### src/rtl/pulse_peak_detector.sv
// pulse_peak_detector: threshold-triggered pulse peak/timestamp capture with pile-up
// rejection, holdoff dead time and a single-entry AXI-Stream output register.
module pulse_peak_detector #(
  parameter int ADC_WIDTH        = 14,
  parameter int AXIS_TDATA_WIDTH = 32,
  parameter int MAX_WIDTH        = 64,
  parameter int HOLDOFF_WIDTH    = 16
) (
  input  logic                          clk,
  input  logic                          reset,
  input  logic                          enable,
  input  logic signed [ADC_WIDTH-1:0]   adc_filt_a,
  input  logic signed [ADC_WIDTH-1:0]   threshold,
  input  logic [HOLDOFF_WIDTH-1:0]      holdoff,
  output logic [AXIS_TDATA_WIDTH-1:0]   m_axis_tdata,
  output logic                          m_axis_tvalid,
  input  logic                          m_axis_tready,
  output logic [15:0]                   drop_cnt,
  output logic [15:0]                   pileup_cnt
);
  localparam int TS_W = AXIS_TDATA_WIDTH - ADC_WIDTH;
  localparam int WW   = $clog2(MAX_WIDTH + 1);
  localparam logic [1:0] IDLE    = 2'd0;
  localparam logic [1:0] ACTIVE  = 2'd1;
  localparam logic [1:0] HOLDOFF = 2'd2;

  logic [1:0]                  state, state_nx, end_state;
  logic [TS_W-1:0]             ts_cnt, ts_cap;
  logic signed [ADC_WIDTH-1:0] peak;
  logic [WW-1:0]               width;
  logic [HOLDOFF_WIDTH-1:0]    hcnt;
  logic                        above, at_max, fall, pile, start, grow, load;

  assign above     = adc_filt_a > threshold;
  assign at_max    = width == WW'(MAX_WIDTH);
  assign start     = state == IDLE && enable && above;
  assign grow      = state == ACTIVE && enable && above && !at_max;
  assign fall      = state == ACTIVE && enable && !above;
  assign pile      = state == ACTIVE && enable && above && at_max;
  assign load      = fall && (!m_axis_tvalid || m_axis_tready);
  assign end_state = holdoff == '0 ? IDLE : HOLDOFF;

  always_comb begin
    state_nx = state;
    if (!enable)
      state_nx = IDLE;
    else
      case (state)
        IDLE:    state_nx = above ? ACTIVE : IDLE;
        ACTIVE:  state_nx = (fall || pile) ? end_state : ACTIVE;
        HOLDOFF: state_nx = hcnt == HOLDOFF_WIDTH'(1) ? IDLE : HOLDOFF;
        default: state_nx = IDLE;
      endcase
  end

  always_ff @(posedge clk or negedge reset) begin
    if (!reset) begin
      state  <= IDLE;
      ts_cnt <= '0;
      ts_cap <= '0;
      peak   <= '0;
      width  <= '0;
      hcnt   <= '0;
    end else begin
      state  <= state_nx;
      ts_cnt <= ts_cnt + TS_W'(1);
      if (start) begin
        peak   <= adc_filt_a;
        ts_cap <= ts_cnt;
        width  <= WW'(1);
      end else if (grow) begin
        width <= width + WW'(1);
        if (adc_filt_a > peak) peak <= adc_filt_a;
      end
      if (fall || pile)
        hcnt <= holdoff;
      else if (state == HOLDOFF)
        hcnt <= hcnt - HOLDOFF_WIDTH'(1);
    end
  end

  // A new word wins over a concurrent handshake; a blocked word is dropped, not queued.
  always_ff @(posedge clk or negedge reset) begin
    if (!reset) begin
      m_axis_tdata  <= '0;
      m_axis_tvalid <= 1'b0;
      drop_cnt      <= '0;
      pileup_cnt    <= '0;
    end else begin
      if (load) begin
        m_axis_tdata  <= {ts_cap, peak};
        m_axis_tvalid <= 1'b1;
      end else if (m_axis_tready) begin
        m_axis_tvalid <= 1'b0;
      end
      if (fall && !load && drop_cnt != 16'hFFFF) drop_cnt <= drop_cnt + 16'd1;
      if (pile && pileup_cnt != 16'hFFFF) pileup_cnt <= pileup_cnt + 16'd1;
    end
  end
endmodule

### config.mk
export PLATFORM = sky130hd
export DESIGN_NAME = pulse_peak_detector
export DESIGN_NICKNAME = d
export VERILOG_FILES = /design/src/rtl/pulse_peak_detector.sv
export SDC_FILE = /design/constraint.sdc
export NUM_CORES = 1
export LEC_CHECK = 0
export CAP_MARGIN = 40
export CELL_PAD_IN_SITES_DETAIL_PLACEMENT = 1
export CELL_PAD_IN_SITES_GLOBAL_PLACEMENT = 1
export CORE_MARGIN = 4
export CORE_UTILIZATION = 46
export CTS_CLUSTER_DIAMETER = 80
export DETAILED_ROUTE_END_ITERATION = 12
export HOLD_SLACK_MARGIN = 0.05
export PLACE_DENSITY_LB_ADDON = 0.1
export SYNTH_ARGS = -nofsm -noshare
export SYNTH_HDL_FRONTEND = slang
export SYNTH_SLANG_ARGS = --single-unit
export TNS_END_PERCENT = 5
### constraint.sdc
create_clock -name clk -period 5 [get_ports clk]
set_input_delay 1 -clock clk [delete_from_list [all_inputs] [get_ports clk]]
set_output_delay 1 -clock clk [all_outputs]
set_load 0.02 [all_outputs]
==> flow_metrics.py, run 1 <==
metrics = {
    "run_status": {
        "outcome": "complete, no violations",
    },
    "placed_design": {
        "place.gp.congestion": 0.804,
        "portBuffers": 112,
        "dpl_cell_area_sq_mm": 0.00835,
        "hpwlAfterDp_mm": 13.2,
    },
    "global_routing": {
        "overflow": 0,
        "grt_max_degree": 72,
        "grt_pass1_wl_mm": 32.2,
        "grt_pass1_vias": 5939,
        "grt_util_all_layers_pct": 23.1,
        "antenna_found_initial": 0,
    },
    "detailed_routing": {
        "wl_per_cell_um": 20.4,
        "drt_pre_antenna_iters": 4,
        "route.detailed.drc": 0,
        "finalWirelength_mm": 19.0,
        "via_count": 5295,
        "viasPerCell": 5.69,
        "drtIter0Drc": 303,
        "drtAntennaViolNets": 0,
    },
    "clock_network": {
        "post_cts_buffers": 0,
        "htreeDepth": 4,
        "worstSkewPairLatency_ns": 0.43,
        "clock_path_buffers": 2,
        "path_clk_slew_ns": 0.06,
        "cts-resized-gates": 0,
        "clkSinkCount": 140,
        "cts_buffers": 17,
        "cts_hold_buf": 0,
        "cts_tree": "yes",
        "root_buffer": "clkbuf_16",
    },
    "logic_synthesis": {
        "synth_ff_type": "dfrtp_1",
        "synth_seq_cells": 140,
        "ys_warn_count": 0,
        "synthesis.nets": 701,
        "synth_area_sq_mm": 0.00703,
        "synthCells": 618,
        "synth_edf_count": 0,
        "synthArstFlopShare_pct": 100,
        "avgSynthCellArea_sq_um": 11.4,
        "ys_seq_area_share_pct": 49.8,
        "ys_types": 62,
    },
    "min_path": {
        "hp-class": "in -> async",
    },
    "timing": {
        "finalMaxSlewViolations": 0,
        "setup_viol": 0,
        "hold_viol": 0,
        "whs_ns": 0.442,
        "fin_crit_ns": 3.62,
        "max_freq_mhz": 276,
        "fin_skew_ns": 0.0103,
        "worstMarginPinSlew_ns": 0.847,
        "setup_tns_ns": 0,
        "rsz0062_at_grt": "no",
        "fin_crit_sh_pct": 72.4,
        "relSlewSlack_pct": 43.4,
    },
    "floorplan": {
        "num_rows": 44,
        "core_area_sq_mm": 0.0148,
        "dieHeight_um": 132,
        "start_util_pct": 47.7,
        "die_x_um": 132,
        "num_io_pins": 113,
        "dieArea_sq_mm": 0.0173,
    },
    "worst_setup_path": {
        "arrival_ns": 3.93,
        "cpLargestDelayFamily": "compound AO/OA/AOI/OAI gates",
        "required_ns": 5.31,
        "r2r-start": "peak[7]",
        "worstSetupStartpoint": "threshold[11]",
        "crit_buf_inv": 2,
        "crit_fanout": 14,
        "crit_chain": "clkdlybuf4s50_1 -> inv_1 -> ha_1 -> nand4_1 -> nor3_1 -> a41oi_1 -> o21a_2 -> a21oi_2 -> mux2_2",
        "cp_slowest_stage_delay_ns": 0.67,
        "cp_slowest_cell": "a21oi_2",
        "cp-start-kind": "primary input",
        "endpoint_kind": "flop",
        "path_class": "in -> reg",
    },
    "layout": {
        "syn_to_final_growth_pct": 27.5,
        "multi_input_area_sq_mm": 0.00327,
        "stdcell_area_sq_mm": 0.00896,
        "final_common_cell": "dfrtp_1",
        "finish.net_count": 817,
        "postLayoutCoreUtil_pct": 60.8,
        "regArea_sq_mm": 0.00350,
        "fillers": 1511,
        "final_cell_mix": "dfrtp_1 (140), clkdlybuf4s50_1 (111), mux2_2 (42)",
        "drive_gt1_share_pct": 13.4,
        "diodes": 0,
    },
    "power": {
        "power_density_mw_per_mm2": 426,
        "cellLeakagePower_uw": 0.00407,
        "peakVddDrop_mv": 0.241,
        "total_power_uw": 3820,
    },
    "flow_run": {
        "cap_violations": 0,
    },
}
-- report_power, final --
group	total [uW]	internal [uW]	leakage [uW]	switching, uW
logic	979	478	0.00198	500
registers	1540	1350	0.00181	184
clock network	1300	752	0.000287	550
total	3820	2580	0.00407	1240
-- state kept, by name, summed over array words and instances, names as in the netlist --
register       cells
state              2
width              7
drop_cnt          16
peak              14
pileup_cnt        16
m_axis_tdata      32
m_axis_tvalid      1
hcnt              16
ts_cap            18
ts_cnt            18
-- logic make-up (layout without fill, tap and decap cells) --
family | Yosys count | count (layout) | synth area share, %
XOR/XNOR | 52 | 52 | 6.80
flip-flops | 140 | 140 | 49.8
multiplexers | 73 | 73 | 11.7
AND/OR/NAND/NOR | 186 | 186 | 14.7
adder cells (fa/ha/maj) | 35 | 35 | 6.23
buffers and inverters | 62 | 191 | 3.77
AO/OA/AOI/OAI | 70 | 70 | 7.03
-- metal layers --
layer	vias up	share of wire (%)	GRT usage, %
li1	2446	-	-
met1	2734	44	29.7
met2	94	51	39.0
met3	21	3.7	5.50
met4	0	1.2	6.48
met5	-	0	0
-- path summary, 6_finish.rpt --
kind	end	slack, ns	cells after the start
worst max-delay path	hcnt[7]	1.38	9
worst min-delay path	peak[4]	0.44	1
worst max register to register	peak[11]	2.47	9
worst min register to register	ts_cnt[17]	0.48	1
max in group asynchronous	m_axis_tdata[12]	3.70	2
min in group clk	ts_cnt[17]	0.48	1
-- cell type report --
class	count	area share [%]
Timing Repair Buffer	119	13.5
Multi-Input combinational cell	416	36.5
Inverter	40	1.67
Tap cell	184	2.57
Clock inverter	15	1.94
Sequential cell	140	39.1
Clock buffer	17	4.75
-- synth_stat cells, types with 5 or more instances --
master	count	area, sq um
a21oi_1	9	45.0
and2_1	5	31.3
and3_1	11	68.8
buf_2	5	25.0
buf_4	5	37.5
clkbuf_1	11	41.3
dfrtp_1	140	3500
ha_1	35	438
inv_1	40	150
mux2_1	31	349
mux2_2	42	473
nand2_1	30	113
nand3_1	33	165
nand4_1	25	156
nor2_1	25	93.8
nor3_1	22	110
nor4_1	9	56.3
o211ai_1	5	37.5
o21ai_0	17	85.1
xnor2_1	25	219
xor2_1	24	210
-- per-stage QoR --
stage               setup WS (ns)  instances
floorplan                    2.01        618
detailed placement          0.994        898
finish                       1.38        931
global route                 1.26        931
CTS                          1.42        930
global placement             1.13        897
Note: power is estimated with default switching activity, not from simulation.
==> run 2: changes to the inputs <==
--- a/config.mk
+++ b/config.mk
@@ -9,7 +9,7 @@
 export CELL_PAD_IN_SITES_DETAIL_PLACEMENT = 1
 export CELL_PAD_IN_SITES_GLOBAL_PLACEMENT = 1
 export CORE_MARGIN = 4
-export CORE_UTILIZATION = 46
+export CORE_UTILIZATION = 39
 export CTS_CLUSTER_DIAMETER = 80
 export DETAILED_ROUTE_END_ITERATION = 12
 export HOLD_SLACK_MARGIN = 0.05
==> constraint.sdc (replaced) <==
create_clock -name clk -period 3.1 [get_ports clk]
set_input_delay 0.62 -clock clk [delete_from_list [all_inputs] [get_ports clk]]
set_output_delay 0.62 -clock clk [all_outputs]
set_load 0.02 [all_outputs]
==> run 2 against run 1 <==
Design area increased by 3.8%. Critical endpoint is now m_axis_tdata[0]. Total power increased by 64%. Global-route usage decreased by 4.3 points. Hold slack got worse by 0.22 ns. First-iteration DRC count decreased by 45%. Worst setup slack got worse by 1.1 ns. Final cell count increased by 7.2%. Clock skew decreased by 0.0045 ns.
==> flow_metrics.py, run 2 (synthesis results as in run 1) <==
metrics = {
    "timing": {
        "fin_crit_ns": 2.78,
        "setup_viol": 0,
        "hold_viol": 0,
        "fin_crit_sh_pct": 89.6,
        "relSlewSlack_pct": 48.7,
        "rsz0062_at_grt": "no",
        "fin_ws_ns": 0.321,
        "finalMaxSlewViolations": 0,
        "worstMarginPinSlew_ns": 0.769,
        "max_freq_mhz": 360,
        "fin_skew_ns": 0.00578,
    },
    "layout": {
        "regMostFlops": "m_axis_tdata",
        "reg_top3": "m_axis_tdata: 32 flops, ts_cap: 18 flops, ts_cnt: 18 flops",
        "final_cell_mix": "dfrtp_1 (140), clkdlybuf4s50_1 (111), mux2_2 (42)",
        "finish.net_count": 843,
        "final_common_cell": "dfrtp_1",
        "syn_to_final_growth_pct": 32.3,
        "largest_reg_flops": 32,
        "final_cells": 998,
        "drive_gt1_share_pct": 16.3,
        "diodes": 0,
        "postLayoutCoreUtil_pct": 53.2,
    },
    "worst_setup_path": {
        "r2r_cells": 7,
        "regToRegSetupSlack_ns": 0.69,
        "path_class": "in -> reg",
        "r2r-start": "width[3]",
        "arrival_ns": 3.08,
        "crit_fanout": 24,
        "cp_slowest_stage_delay_ns": 0.45,
        "endpoint_kind": "flop",
        "cp_slowest_cell": "clkdlybuf4s50_1",
        "cp-start-kind": "primary input",
        "required_ns": 3.40,
        "crit_chain": "clkdlybuf4s50_1 -> ha_1 -> a21oi_1 -> o21a_1 -> o2111ai_1 -> o21ai_4 -> and3_1 -> buf_12 -> mux2_2",
        "worstSetupStartpoint": "adc_filt_a[9]",
    },
    "run_status": {
        "outcome": "complete, no violations",
    },
    "floorplan": {
        "dieHeight_um": 142,
        "die_x_um": 142,
        "num_rows": 48,
        "start_util_pct": 40.2,
        "core_area_sq_mm": 0.0175,
        "dieArea_sq_mm": 0.0202,
        "num_io_pins": 113,
    },
    "global_routing": {
        "grt_pass1_wl_mm": 30.5,
        "overflow": 0,
        "grt_max_degree": 81,
        "antenna_found_initial": 0,
        "grt_pass1_vias": 5892,
        "grt_util_all_layers_pct": 18.8,
    },
    "clock_network": {
        "post_cts_buffers": 0,
        "cts-resized-gates": 0,
        "clkSinkCount": 140,
        "path_clk_slew_ns": 0.06,
        "clock_path_buffers": 2,
        "cts_buffers": 17,
        "root_buffer": "clkbuf_16",
        "cts_tree": "yes",
        "worstSkewPairLatency_ns": 0.42,
        "htreeDepth": 4,
        "cts_hold_buf": 0,
    },
    "detailed_routing": {
        "wl_per_cell_um": 18.1,
        "drt_pre_antenna_iters": 4,
        "drtAntennaViolNets": 0,
        "route.detailed.drc": 0,
        "viasPerCell": 5.33,
        "drtIter0Drc": 168,
        "finalWirelength_mm": 18.0,
        "via_count": 5318,
    },
    "power": {
        "power_density_mw_per_mm2": 673,
        "cellLeakagePower_uw": 0.00424,
        "peakVddDrop_mv": 0.425,
        "total_power_uw": 6260,
    },
    "min_path": {
        "hp-class": "in -> async",
    },
    "placed_design": {
        "hpwlAfterDp_mm": 13.3,
        "portBuffers": 112,
        "dp_cells": 966,
        "place_ws_ns": -0.130,
        "place.gp.congestion": 0.822,
    },
    "flow_run": {
        "cap_violations": 0,
    },
}
==> run 2: per-layer routing <==
metal	global-route usage [%]	wire length [um]	up-vias
li1	-	-	2507
met1	23.9	7900	2692
met2	32.0	9080	100
met3	4.74	844	19
met4	5.00	212	0
met5	0	0	-
==> run 2: worst paths after layout <==
kind	end
max	m_axis_tdata[0]
min	m_axis_tdata[3]
max reg2reg	pileup_cnt[14]
min reg2reg	ts_cnt[17]
max in group asynchronous	drop_cnt[7]
min in group clk	ts_cnt[17]
==> run 2: power by group <==
part	switching [uW]	total, uW	leakage [uW]	internal [uW]
clock network	879	2180	0.000311	1300
registers	296	2480	0.00181	2180
logic	772	1610	0.00212	834
==> run 2: worst max-delay path, delay by kind of cell <==
kind / cells / cell delay [ns]
AOI/OAI and AO/OA: 4 / 0.85
muxes: 1 / 0.36
adders and majority gates: 1 / 0.33
and+or+nand+nor: 1 / 0.26
buffers and inverters: 2 / 0.66
==> run 2: stage by stage <==
stage               hold slack (ns)  TNS, ns  instance area (sq um)
detailed placement            0.463    -7.55                   8680
global route                  0.281        0                   9300
floorplan                     0.324        0                   7030
global placement              0.458    -4.41                   8680
finish                        0.217        0                   9300
CTS                           0.260        0                   9300
==> run 2: area by class of cell <==
class,instances,area [sq um]
clock buffers,17,425
clock inverters,15,201
fillers,1857,8170
inverters,40,150
multi-input cells,416,3270
flip-flops and latches,140,3500
well taps,225,282
repair buffers,145,1470
==> run 3: changes to the inputs <==
--- a/config.mk
+++ b/config.mk
@@ -9,11 +9,13 @@
 export CELL_PAD_IN_SITES_DETAIL_PLACEMENT = 1
 export CELL_PAD_IN_SITES_GLOBAL_PLACEMENT = 1
 export CORE_MARGIN = 4
-export CORE_UTILIZATION = 39
+export CORE_UTILIZATION = 40
+export CTS_BUF_LIST = sky130_fd_sc_hd__clkbuf_4
 export CTS_CLUSTER_DIAMETER = 80
 export DETAILED_ROUTE_END_ITERATION = 12
+export GPL_ROUTABILITY_DRIVEN = 0
 export HOLD_SLACK_MARGIN = 0.05
-export PLACE_DENSITY_LB_ADDON = 0.1
+export PLACE_DENSITY = 0.87
 export SYNTH_ARGS = -nofsm -noshare
 export SYNTH_HDL_FRONTEND = slang
 export SYNTH_SLANG_ARGS = --single-unit
==> run 3 against run 2 <==
Combinational power is essentially flat. Register-to-register slack lost 0.02 ns. Flip-flop and latch count is the same. Sequential share of layout area grew 1.7 points. Clock power shrank 47%. Design area shrank 4.3%. Largest cell class unchanged. Hold slack gained 0.27 ns. Critical path type unchanged. Utilization shrank 1.6 points. Critical path depth grew 1. Clock-buffer cell count is the same. Via count grew 2.2%. Largest power group unchanged. Fmax shrank 0.57%. Critical endpoint is now m_axis_tdata[22].
==> flow_metrics.py, run 3 (synthesis results as in run 1) <==
metrics = {
    "run_status": {
        "outcome": "complete, no violations",
    },
    "timing": {
        "setup_viol": 0,
        "fin_skew_ns": 0.0227,
        "max_freq_mhz": 358,
        "fin_crit_ns": 2.79,
        "fin_crit_sh_pct": 90.2,
        "finalMaxSlewViolations": 0,
        "relSlewSlack_pct": 61.4,
        "rsz0062_at_grt": "no",
        "fin_ws_ns": 0.305,
        "hold_viol": 0,
        "worstMarginPinSlew_ns": 0.574,
    },
    "power": {
        "cellLeakagePower_uw": 0.00405,
        "peakVddDrop_mv": 0.237,
        "power_density_mw_per_mm2": 595,
    },
    "floorplan": {
        "num_io_pins": 113,
        "core_area_sq_mm": 0.0172,
        "dieHeight_um": 141,
        "die_x_um": 141,
        "dieArea_sq_mm": 0.0198,
        "num_rows": 48,
        "start_util_pct": 40.8,
    },
    "layout": {
        "final_cells": 998,
        "reg_top3": "m_axis_tdata: 32 flops, ts_cap: 18 flops, ts_cnt: 18 flops",
        "regMostFlops": "m_axis_tdata",
        "drive_gt1_share_pct": 15.7,
        "final_common_cell": "dfrtp_1",
        "largest_reg_flops": 32,
        "finish.net_count": 842,
        "final_cell_mix": "dfrtp_1 (140), clkdlybuf4s50_1 (111), mux2_2 (42)",
        "syn_to_final_growth_pct": 26.6,
    },
    "clock_network": {
        "htreeDepth": 4,
        "cts-resized-gates": 0,
        "worstSkewPairLatency_ns": 0.56,
        "clock_path_buffers": 2,
        "path_clk_slew_ns": 0.14,
        "root_buffer": "clkbuf_4",
        "clkSinkCount": 140,
        "cts_buffers": 17,
        "cts_tree": "yes",
    },
    "global_routing": {
        "grt_util_all_layers_pct": 20.0,
        "antenna_found_initial": 1,
        "grt_max_degree": 64,
        "grt_pass1_vias": 6064,
        "grt_pass1_wl_mm": 31.7,
        "overflow": 0,
    },
    "flow_run": {
        "cap_violations": 0,
    },
    "worst_setup_path": {
        "crit_fanout": 26,
        "r2r-start": "width[3]",
        "cp-start-kind": "primary input",
        "path_class": "in -> reg",
        "endpoint_kind": "flop",
        "worstSetupStartpoint": "threshold[12]",
        "arrival_ns": 3.25,
        "required_ns": 3.55,
    },
    "min_path": {
        "hp-class": "reg -> reg",
        "hp-start": "ts_cnt[17]",
    },
    "detailed_routing": {
        "route.detailed.drc": 0,
        "drtIter0Drc": 254,
        "viasPerCell": 5.44,
        "via_count": 5433,
        "wl_per_cell_um": 19.3,
        "finalWirelength_mm": 19.3,
        "drtAntennaViolNets": 0,
        "drt_pre_antenna_iters": 4,
    },
    "placed_design": {
        "portBuffers": 112,
        "dp_cells": 964,
        "hpwlAfterDp_mm": 14.4,
        "place_ws_ns": -0.250,
    },
}
==> run 3: changes by cell type in the layout (fill, tap and decap cells not counted), sizes merged <==
cell	before	now
clkinv	3	4
buf	34	32
dlygate4sd3	0	1
bufinv	3	1
diode	0	1
clkinvlp	0	3
inv	49	47
==> run 3: per-stage QoR <==
stage	hold slack, ns	instance area [sq um]	util, %	TNS, ns	power [uW]
floorplan	0.324	7030	-	0	3370
global placement	0.467	8620	50.0	-1.95	4000
detailed placement	0.469	8620	50.0	-13.34	4160
CTS	0.494	8900	51.6	0	5340
global route	0.519	8900	51.6	0	5590
finish	0.485	8900	51.6	0	5290
==> run 3: area by class of cell <==
class / instances / area, sq um
antenna: 1 / 2.50
clock buffer: 17 / 128
clock inverter: 15 / 136
fill: 1847 / 8340
inverter: 40 / 150
multi-input combinational: 416 / 3270
sequential: 140 / 3500
tap: 225 / 282
timing repair buffer: 144 / 1430
==> run 3: worst paths after layout <==
kind,to,slack (ns),cells after the start
worst max-delay path,m_axis_tdata[22],0.31,10
worst min-delay path,ts_cnt[17],0.48,1
worst max register to register,pileup_cnt[1],0.67,6
worst min register to register,ts_cnt[17],0.48,1
max in group asynchronous,m_axis_tdata[1],1.59,3
min in group asynchronous,ts_cap[10],0.57,2
==> run 3: metal layers <==
metal / wire (um) / global-route usage (%)
met1: 7810 / 23.5
met2: 10200 / 35.7
met5: 0 / 0
met3: 831 / 4.68
met4: 448 / 7.45
==> run 3: repair_timing <==
item / CTS / global route
hold endpoints to repair: 60 / 0
buffers inserted: 0 / 0
hold buffers: 1 / 0
==> run 3: power by group <==
group | switching, uW | internal, uW
sequential | 312 | 2180
combinational | 818 | 824
clock | 753 | 410
total | 1880 | 3410
==> run 3: critical path, stage by stage <==
cell and delay [ns]:
clkdlybuf4s50_1 0.47, inv_1 0.06, ha_1 0.30, nand4_1 0.14, nor3_1 0.38, a41oi_1 0.28
o21ai_4 0.15, and3_1 0.25, buf_12 0.22, mux2_1 0.37
